### config.mk
export PLATFORM = sky130hd
export DESIGN_NAME = blink_top
export DESIGN_NICKNAME = d
export VERILOG_FILES = /design/src/rtl/blink_top.sv
export SDC_FILE = /design/constraint.sdc
export NUM_CORES = 1
export LEC_CHECK = 0
export ABC_CLOCK_PERIOD_IN_PS = 3500
export CORE_UTILIZATION = 55
export DETAILED_ROUTE_END_ITERATION = 16
export GPL_TIMING_DRIVEN = 0
export PLACE_DENSITY_LB_ADDON = 0.15
export SETUP_SLACK_MARGIN = 0.3
export SKIP_CTS_REPAIR_TIMING = 1
export SYNTH_ARGS = -nofsm -noshare
export SYNTH_HDL_FRONTEND = slang
export SYNTH_SLANG_ARGS = --single-unit
### constraint.sdc
create_clock -name clk -period 3.5 [get_ports clk]
set_clock_uncertainty 0.05 [all_clocks]
set_input_delay 0.7 -clock clk [delete_from_list [all_inputs] [get_ports clk]]
set_output_delay 0.7 -clock clk [all_outputs]
set_load 0.005 [all_outputs]
### src/rtl/blink_top.sv
`default_nettype none
// ============================================================================
// Module   : blink_top
// Brief    : Free-running LED blinker. A WIDTH-bit counter wraps every
//            CNT_MAX+1 clocks and toggles the registered LED output on each
//            wrap, giving a 50% duty square wave of period 2*(CNT_MAX+1).
// Revision : 1.0 - initial release
// ============================================================================
module blink_top #(
  parameter int               WIDTH   = 26,
  parameter logic [WIDTH-1:0] INIT    = '0,
  parameter logic [WIDTH-1:0] CNT_MAX = WIDTH'(49_999_999)
) (
  input  logic clk,
  input  logic rst,
  output logic led
);

  localparam logic [WIDTH-1:0] C_ONE  = WIDTH'(1);
  localparam logic [WIDTH-1:0] C_ZERO = '0;

  // Power-up values come from the initializers so the block runs correctly
  // even when rst is tied low.
  logic [WIDTH-1:0] cnt_q = INIT;
  logic             led_q = 1'b0;

  logic [WIDTH-1:0] cnt_d;
  logic             led_d;
  logic             w_terminal;

  // Greater-or-equal catches an out-of-range preload so the counter never
  // walks up through 2^WIDTH before wrapping.
  assign w_terminal = (cnt_q >= CNT_MAX);

  // Next-state: wrap and toggle at terminal count, otherwise count up.
  always_comb begin
    cnt_d = cnt_q + C_ONE;
    led_d = led_q;
    if (w_terminal) begin
      cnt_d = C_ZERO;
      led_d = ~led_q;
    end
  end

  // State registers; reset takes priority over wrap and increment.
  always_ff @(posedge clk) begin
    if (rst) begin
      cnt_q <= INIT;
      led_q <= 1'b0;
    end else begin
      cnt_q <= cnt_d;
      led_q <= led_d;
    end
  end

  assign led = led_q;

endmodule
`default_nettype wire

* Word-level counts from Yosys, hierarchy flattened
Index checks and enable logic that the tools add are counted.
** Storage, ports and cells
- Register bits :: 27
- Input port bits :: 2
** Cells by class
- Add/subtract/negate cells :: 1
- Order comparisons :: 1
- Bitwise logic cells :: 1
- Reduce and logical (&&, ||, !) cells :: 1
** Operators with widths (number)
- $add 26x1->26 const B :: 1
- $ge 26x26->1 const B :: 1
- $reduce_or 2->1 :: 1
- $not 1->1 :: 1

* Logic depth before layout (Yosys ltp)
Gate-level depths: netlist of run 1.
- Depth after elaboration :: 2
- Mapped depth :: 7

* Least setup slack after synthesis of run 1
Ideal clock, no wire load.
- Path kind :: reg-to-reg
- From :: register cnt_q[0]
- To :: register cnt_q[16]
- Library setup time :: 115 ps
- Arrival time :: 1480 ps
- Required time :: 3335 ps
- Setup slack :: 1855 ps
- Stages on the path, launching flop included :: 7
- Path buffers :: 0
- Clock period less this slack :: 1645 ps
- Cells stage by stage :: dfxtp_1 -> ha_1 -> nand4_2 -> nor4_2 -> and4_1 -> xnor2_1 -> nor2_1
** Between the ends
- Cells in the longest elaborated chain, start to end :: 2
** Ends and longest elaborated chain
- start, declared :: RTL line 24 : logic [WIDTH-1:0] cnt_q = INIT;
- start signal, assigned :: RTL line 51 : cnt_q <= cnt_d;
- $ge 26x26->1 :: RTL line 33 : assign w_terminal = (cnt_q >= CNT_MAX);
- $reduce_or 2->1 (no source line)
Several ways; a longest one is shown, not always the timed one.
A chain may end at the register's enable or synchronous reset.

* Worst setup path in the final report of run 1
- From :: register led_q (netlist: led)
- To :: output port led
** RTL lines
- start, declared :: RTL line 25 : logic led_q = 1'b0;
- start signal, assigned :: RTL line 52 : led_q <= led_d;
- end, declared :: RTL line 16 : output logic led
No word-level cell between the ends.

==> impl_metrics.tcl, run 1 <==
set metrics [dict create \
    period_needed_ns 1.97 \
    fmax_mhz 508 \
    avgSynthCellArea_um2 9.22 \
    numPortBuffers 2 \
    netlist_area_mm2 0.00127 \
    cp-start-kind "flop" \
    cts_root_buffer "clkbuf_4" \
    reg2reg_slack_ns 1.60 \
    die_area_mm2 0.00251 \
    hpwlAfterDp_um 1660 \
    hp-class "flop to flop" \
    crit_family "buffers and inverters" \
    wirelength_um 2240 \
    antenna_found_initial 0 \
    setup_viol 0 \
    path_cells "clkdlybuf4s50_1" \
    wire_per_inst_um 13.0 \
    first_pass_iters 4 \
    netlist_instances 138 \
    p_switching_uw 107 \
    dpl_cell_area_mm2 0.00133 \
    grt_max_degree 17 \
    synth_seq_cells 27 \
    start_util 0.581 \
    viasPerCell 5.45 \
    dieHeight_um 50.1 \
    synth_area_leader_cell "dfxtp_1" \
    synth_nets 141 \
    irDropWorstVdd_mv 0.293 \
    synth_commonest_cells "32 x nor2_1, 27 x dfxtp_1, 13 x xor2_1" \
    p_leak_uw 0.000490 \
    synth_edf_count 0 \
    cp_max_fo 3 \
    grt_pass1_vias 896 \
    powerDensity_mw_per_mm2 346 \
    internal-power_uw 362 \
    max_slew_margin 0.658 \
    status "finished, final reports clean" \
    h-tree-depth 1 \
    vias 938 \
    worst-path-buf-inv 1 \
    grtUsageTotal 0.207 \
    ant_nets 0 \
    cts_tree "done" \
    cts_buffers 3 \
    drive_above_1_share 0.132 \
    die_w_um 50.1 \
    yosysSeqAreaShare 0.425 \
    core_mm2 0.00219 \
    synthArstFlopShare 0 \
    slew_violations 0 \
    cts_buffer_depth 2 \
    grt_pass1_wl_um 3780 \
    rows 17 \
    pwr-share-seq 0.670 \
    synth.top_cell.area_share 0.425 \
    syn_to_final_growth_pct 6.69 \
    p_sw_frac 0.228 \
    worst_path_max_delay_cell "clkdlybuf4s50_1" \
    clk_pin_slew_ns 0.15 \
    synthTopCellsByArea "dfxtp_1 42%, nor2_1 9.4%, xor2_1 8.9%" \
    whs_ns 0.445 \
    finalCritPeriodShare 0.563 \
    tns_ns 0 \
    clkPwrFrac 0.295 \
    postLayoutCellArea_mm2 0.00136 \
    maxCapViolCount 0 \
    combPwrFrac 0.036 \
    n_antenna_cell 0 \
    final-hold-violation-count 0 \
    first_iter_violations 12 \
    drc_errors 0 \
    pin_count 3 \
    tightestPinTransition_ns 0.509 \
    required_ns 2.75 \
    ys.flop_type "dfxtp_1" \
    clock_latency_ns 0.33 \
    synth.distinct_cells 33 \
    critical_path_arrival_ns 1.22 \
    overflow 0 \
    cts_sinks 27 \
    yosysMostFrequentCell "nor2_1" \
    rsz0062_at_grt "no" \
    yosys_warnings 0 \
    gp_congestion 0.822 \
    critPathCaptureType "output port" \
    max_stage_delay_ns 0.51 \
    crit_type "flop to output port" \
    fin_nets 148 \
]
==> path summary, 6_finish.rpt <==
| path | start | endpoint | depth (start not counted) |
|---|---|---|---|
| worst min register to register | cnt_q[0]$_SDFF_PP0_ | cnt_q[0]$_SDFF_PP0_ | 1 |
| worst max-delay path | led$_SDFFE_PP0P_ | led | 1 |
| worst max register to register | cnt_q[0]$_SDFF_PP0_ | cnt_q[24]$_SDFF_PP0_ | 6 |
| worst min-delay path | cnt_q[0]$_SDFF_PP0_ | cnt_q[0]$_SDFF_PP0_ | 1 |
==> cells by family after synthesis <==
family,after synthesis,synth area share
xor+xnor,23,0.158
mux,1,0.00885
fa+ha+maj,1,0.00983
flops,27,0.425
simple gates,72,0.322
compound gates,7,0.0384
buf+inv,7,0.0383
==> state kept, by name (all words and copies together) (netlist names) <==
name and flops:
cnt_q 26, led 1
==> power by group through the flow <==
stage | logic, uW | registers, uW | clock network, uW
2_1_floorplan | 12.6 | 320 | 0
3_3_place_gp | 16.1 | 321 | 0
3_5_place_dp | 16.9 | 321 | 0
4_1_cts | 17.0 | 314 | 147
5_1_grt | 19.1 | 315 | 152
6_report | 16.8 | 314 | 138
==> layout make-up <==
type / count / area, um2
repair buffers: 2 / 20.0
flip-flops and latches: 27 / 541
plain buffers: 3 / 33.8
inverters: 4 / 15.0
multi-input cells: 104 / 683
fillers: 205 / 833
clock inverters: 1 / 7.51
clock buffers: 3 / 22.5
well taps: 28 / 35.0
==> layout by cell type (no fill, tap or decap) <==
cell and count:
nor2_1 32, dfxtp_1 27, xor2_1 13, nand2_1 10
xnor2_1 10, nand3_1 7, inv_1 4, nor3_1 4
nand4_1 4, buf_6 3, clkbuf_4 3, nand4_2 2
clkdlybuf4s50_1 2, and3_1 1, a21boi_0 1, and4_4 1
a211oi_1 1, o21ai_1 1, o21ai_0 1, nor4b_1 1
a221o_1 1, nand3_4 1, nand4_4 1, nor4_4 1
and3_2 1, nor4_2 1, nor3b_2 1, nor2_2 1
and4_1 1, or2_2 1, a31oi_1 1, nor2b_1 1
a22oi_1 1, mux2_2 1, ha_1 1, clkinvlp_4 1
==> per-stage QoR <==
stage / cells / setup WS [ns] / total power [uW] / util
after global routing: 172 / 1.45 / 486 / 0.620
after detailed placement: 168 / 1.56 / 338 / 0.606
after CTS: 172 / 1.51 / 478 / 0.620
after global placement: 168 / 1.59 / 337 / 0.606
after floorplan: 138 / 1.85 / 333 / -
final: 172 / 1.53 / 469 / 0.620
==> layer usage <==
metal	GRT usage	part of all wire
met3	0.0370	0.014
met1	0.224	0.44
met2	0.360	0.52
met5	0	0
met4	0.138	0.026
Note: power is estimated with default switching activity, not from simulation.
==> run 2, diff against run 1 <==
ABC_CLOCK_PERIOD_IN_PS = 2060   (was 3500)
clock period = 2.06 ns   (was 3.5 ns; I/O delays follow)
==> run 2 against run 1 <==
  * Routed wire length up 4.2%
  * Highest routed layer unchanged
  * Sequential share of layout area fell by 1.6 points
  * Worst hold slack worse by 0.026 ns
  * Utilization increased by 3.4 points
==> impl_metrics.tcl, run 2 (synthesis gave the netlist of run 1 again) <==
set metrics [dict create \
    status "finished, final reports clean" \
    drc_errors 0 \
    max_stage_delay_ns 0.51 \
    start_util 0.581 \
    largest_register_ffs 26 \
    final_cell_mix "32 x nor2_1, 23 x dfxtp_1, 13 x xor2_1" \
    setup_viol 0 \
    powerDensity_mw_per_mm2 563 \
    die_area_mm2 0.00251 \
    pwr-share-seq 0.665 \
    final-hold-violation-count 0 \
    fin_nets 149 \
    max_slew_margin 0.789 \
    clock_latency_ns 0.34 \
    clk_pin_slew_ns 0.15 \
    num-fill-cells 194 \
    dp_slack_ns 0.187 \
    path_depth 1 \
    finalPower_uw 806 \
    hpwlAfterDp_um 1660 \
    first_pass_iters 4 \
    r2r-start "cnt_q[20]$_SDFF_PP0_" \
    p_leak_uw 0.000523 \
    path_cells "clkdlybuf4s50_1" \
    combPwrFrac 0.039 \
    grt_pass1_vias 896 \
    slew_violations 0 \
    grt_max_degree 17 \
    grt_pass1_wl_um 3780 \
    worst-path-buf-inv 1 \
    h-tree-depth 1 \
    dieHeight_um 50.1 \
    dp.cells 168 \
    critPathCaptureType "output port" \
    n_antenna_cell 0 \
    rows 17 \
    clkPwrFrac 0.296 \
    top_register "cnt_q" \
    syn_to_final_growth_pct 12.6 \
    finalCritPeriodShare 0.819 \
    overflow 0 \
    crit_end "led" \
    hp-class "flop to flop" \
    die_w_um 50.1 \
    final_cell_count_no_fill 173 \
    worst_path_max_delay_cell "clkdlybuf4s50_1" \
    ant_nets 0 \
    p_sw_frac 0.234 \
    cts_buffer_depth 2 \
    irDropWorstVdd_mv 0.522 \
    maxCapViolCount 0 \
    mostFrequentLayoutCell "nor2_1" \
    setup_slack_ns 0.372 \
    wirelength_um 2330 \
    core_mm2 0.00219 \
    antenna_found_initial 0 \
    startpoint "led$_SDFFE_PP0P_" \
    wire_per_inst_um 13.5 \
    crit_type "flop to output port" \
    required_ns 1.60 \
    cts_tree "done" \
    tightestPinTransition_ns 0.315 \
    vias 943 \
    r2r_cells 7 \
    numPortBuffers 2 \
    internal-power_uw 618 \
    cts_buffers 3 \
    postLayoutCellArea_mm2 0.00143 \
    p_switching_uw 188 \
    crit_family "buffers and inverters" \
    period_needed_ns 1.69 \
    cts_root_buffer "clkbuf_4" \
    cp_max_fo 3 \
    critical_path_arrival_ns 1.23 \
    cp-start-kind "flop" \
    rsz0062_at_grt "no" \
    gp_congestion 0.822 \
    r2r-end "cnt_q[15]$_SDFF_PP0_" \
    first_iter_violations 14 \
    reg2reg_slack_ns 0.40 \
    dpl_cell_area_mm2 0.00133 \
    fmax_mhz 592 \
    drive_above_1_share 0.214 \
    tns_ns 0 \
    pin_count 3 \
    viasPerCell 5.45 \
    grtUsageTotal 0.207 \
    cts_sinks 27 \
]
==> run 2: cell count changes in the layout (fill, tap and decap cells not counted), moves of 3 or more <==
| cell | delta |
|---|---|
| nor3_2 | +3 |
| dfxtp_2 | +3 |
| dfxtp_1 | -4 |
| nor3_1 | -3 |
==> run 2: how the worst min path moves through the flow <==
stage	start	depth (start not counted)	slack, ns	endpoint
floorplan	cnt_q[25]$_SDFF_PP0_	2	0.39	cnt_q[25]$_SDFF_PP0_
global placement	cnt_q[0]$_SDFF_PP0_	1	0.42	cnt_q[0]$_SDFF_PP0_
detailed placement	cnt_q[0]$_SDFF_PP0_	1	0.42	cnt_q[0]$_SDFF_PP0_
CTS	cnt_q[0]$_SDFF_PP0_	1	0.45	cnt_q[0]$_SDFF_PP0_
global route	cnt_q[0]$_SDFF_PP0_	1	0.44	cnt_q[0]$_SDFF_PP0_
finish	cnt_q[0]$_SDFF_PP0_	1	0.42	cnt_q[0]$_SDFF_PP0_
==> run 2: worst register-to-register path: stages (launching register included) <==
cell and delay (ns):
dfxtp_1 0.41, and3_1 0.21, nand3_1 0.13, nor3_2 0.24
a221o_1 0.19, buf_6 0.14, buf_6 0.14, nor2_1 0.05
==> run 2: power by group through the flow <==
stage,Combinational [uW],Clock [uW],Sequential (uW)
final,31.2,239,536
after global routing,35.7,259,537
after CTS,28.9,249,534
after detailed placement,28.8,0,546
after global placement,27.3,0,545
after floorplan,21.4,0,544
==> run 2: per-stage QoR <==
| step | hold WS, ns | utilization |
|---|---|---|
| after floorplan | 0.394 | - |
| after global placement | 0.416 | 0.606 |
| after detailed placement | 0.418 | 0.606 |
| after CTS | 0.452 | 0.620 |
| after global routing | 0.440 | 0.654 |
| final | 0.419 | 0.654 |
==> run 2: per-layer routing <==
layer  track usage  wire [um]  up-vias
met5             0          0        -
met2         0.360       1230        9
met1         0.224       1010      451
met4         0.138         57        0
met3        0.0370         34        5
li1              -          -      478
==> run 2: area by class of cell <==
type | instances | area, um2 | area share
clock buffers | 3 | 22.5 | 0.0157
flip-flops and latches | 27 | 548 | 0.383
repair buffers | 3 | 27.5 | 0.0192
plain buffers | 3 | 33.8 | 0.0236
multi-input cells | 104 | 743 | 0.519
well taps | 28 | 35.0 | 0.0245
inverters | 4 | 15.0 | 0.0105
clock inverters | 1 | 7.51 | 0.00524
==> run 3, diff against run 2 <==
ABC_CLOCK_PERIOD_IN_PS = 1600   (was 2060)
clock period = 1.6 ns   (was 2.06 ns; I/O delays follow)
==> run 3 against run 2 <==
  * The run now ends with negative setup slack left
  * Cell area up 11%
  * Sequential cell count unchanged
  * Non-clock buffer count rose by 5
  * Global-route usage up 0.064 points
  * First-iteration DRC count down 14%
  * Critical path type is now flop to flop
  * Final cell count increased by 2.9%
  * Sequential share of layout area down 2.4 points
  * Worst hold slack better by 0.0016 ns
  * Setup slack got worse by 0.41 ns
  * Register-to-register slack got worse by 0.44 ns
  * Via count rose by 2.0%
==> impl_metrics.tcl, run 3 (synthesis gave the netlist of run 1 again) <==
set metrics [dict create \
    status "finished, violations left" \
    violations "negative setup slack" \
    min-delay-start "cnt_q[0]$_SDFF_PP0_" \
    worst_hold_path.num_cells 1 \
    clkPwrFrac 0.276 \
    final_cell_mix "20 x nor2_1, 13 x xor2_1, 12 x dfxtp_1" \
    gp_congestion 0.749 \
    irDropWorstVdd_mv 0.553 \
    min_delay_worst_endpoint "cnt_q[0]$_SDFF_PP0_" \
    syn_to_final_growth_pct 24.8 \
    reg2reg_slack_ns -0.04 \
    critical_path_arrival_ns 1.85 \
    p_sw_frac 0.218 \
    cp-start-kind "flop" \
    r2r-end "cnt_q[19]$_SDFF_PP0_" \
    cp_max_fo 10 \
    rows 17 \
    cts_tree "done" \
    r2r_cells 7 \
    grt_pass1_wl_um 3950 \
    n_antenna_cell 0 \
    powerDensity_mw_per_mm2 648 \
    wire_per_inst_um 13.7 \
    setup_viol 20 \
    maxCapViolCount 0 \
    internal-power_uw 804 \
    first_iter_violations 12 \
    dieHeight_um 50.1 \
    period_needed_ns 1.64 \
    crit_type "flop to flop" \
    finalCritPeriodShare 1.02 \
    required_ns 1.81 \
    vias 962 \
    r2r-start "cnt_q[0]$_SDFF_PP0_" \
    drive_above_1_share 0.413 \
    fin_nets 154 \
    numPortBuffers 2 \
    critPathCaptureType "flop" \
    pin_count 3 \
    cts_sinks 27 \
    finalPower_uw 1030 \
    max_slew_margin 0.798 \
    fmax_mhz 610 \
    die_w_um 50.1 \
    wirelength_um 2440 \
    clock_latency_ns 0.31 \
    core_mm2 0.00219 \
    hpwlAfterDp_um 1590 \
    slew_violations 0 \
    grtUsageTotal 0.207 \
    h-tree-depth 1 \
    final-hold-violation-count 0 \
    startpoint "cnt_q[0]$_SDFF_PP0_" \
    setup_slack_ns -0.0389 \
    largest_register_ffs 26 \
    pwr-share-seq 0.666 \
    start_util 0.581 \
    dp.cells 168 \
    antenna_found_initial 0 \
    first_pass_iters 4 \
    p_leak_uw 0.000591 \
    clk_pin_slew_ns 0.14 \
    rsz0062_at_grt "yes" \
    p_switching_uw 224 \
    cts_buffers 3 \
    final_cell_count_no_fill 178 \
    ant_nets 0 \
    overflow 0 \
    viasPerCell 5.40 \
    drc_errors 0 \
    tightestPinTransition_ns 0.302 \
    combPwrFrac 0.058 \
    cts_root_buffer "clkbuf_4" \
    mostFrequentLayoutCell "nor2_1" \
    die_area_mm2 0.00251 \
    hp-class "flop to flop" \
    cts_buffer_depth 2 \
    grt_max_degree 15 \
    grt_pass1_vias 941 \
    top_register "cnt_q" \
]
-- run 3: per-stage QoR --
stage | TNS, ns | cell area (um2) | utilization | worst slack [ns] | hold slack [ns]
final | -0.452 | 1590 | 0.725 | -0.0389 | 0.421
after global routing | -3.43 | 1590 | 0.725 | -0.158 | 0.445
after CTS | -0.538 | 1420 | 0.649 | -0.0776 | 0.434
after detailed placement | -0.198 | 1400 | 0.637 | -0.0582 | 0.415
after global placement | -0.136 | 1400 | 0.637 | -0.0699 | 0.406
after floorplan | 0 | 1340 | - | 0.130 | 0.394
-- run 3: worst max-delay path by stage --
stage	to	slack, ns	cells past startpoint
4_1_cts	cnt_q[17]$_SDFF_PP0_	-0.08	5
6_report	cnt_q[19]$_SDFF_PP0_	-0.04	7
3_3_place_gp	cnt_q[23]$_SDFF_PP0_	-0.07	5
5_1_grt	cnt_q[19]$_SDFF_PP0_	-0.16	7
2_1_floorplan	cnt_q[17]$_SDFF_PP0_	0.13	5
3_5_place_dp	cnt_q[17]$_SDFF_PP0_	-0.06	5
-- run 3: layout make-up --
type | count | area, um2
flip-flops and latches | 27 | 569
fillers | 160 | 603
multi-input cells | 104 | 821
inverters | 4 | 15.0
well taps | 28 | 35.0
clock buffers | 4 | 26.3
repair buffers | 8 | 80.1
plain buffers | 3 | 41.3
-- run 3: layer usage --
| metal | vias to the layer above | global-route usage | wire length (um) |
|---|---|---|---|
| met5 | - | 0 | 0 |
| met1 | 458 | 0.255 | 1110 |
| li1 | 490 | - | - |
| met2 | 10 | 0.351 | 1280 |
| met3 | 4 | 0.0309 | 35 |
| met4 | 0 | 0.0952 | 19 |
-- run 3: worst max-delay path, stage by stage, from the launching register on --
cell	delay (ns)
dfxtp_4	0.39
ha_4	0.17
nand4_4	0.15
o21ai_2	0.09
a221o_1	0.34
buf_6	0.14
buf_8	0.14
nor2_2	0.11
-- run 3: power groups by stage --
stage	sequential, uW	combinational [uW]	clock [uW]
3_3_place_gp	704	38.0	0
2_1_floorplan	703	30.4	0
4_1_cts	689	39.6	296
3_5_place_dp	704	39.5	0
6_report	685	59.6	284
5_1_grt	687	65.5	321
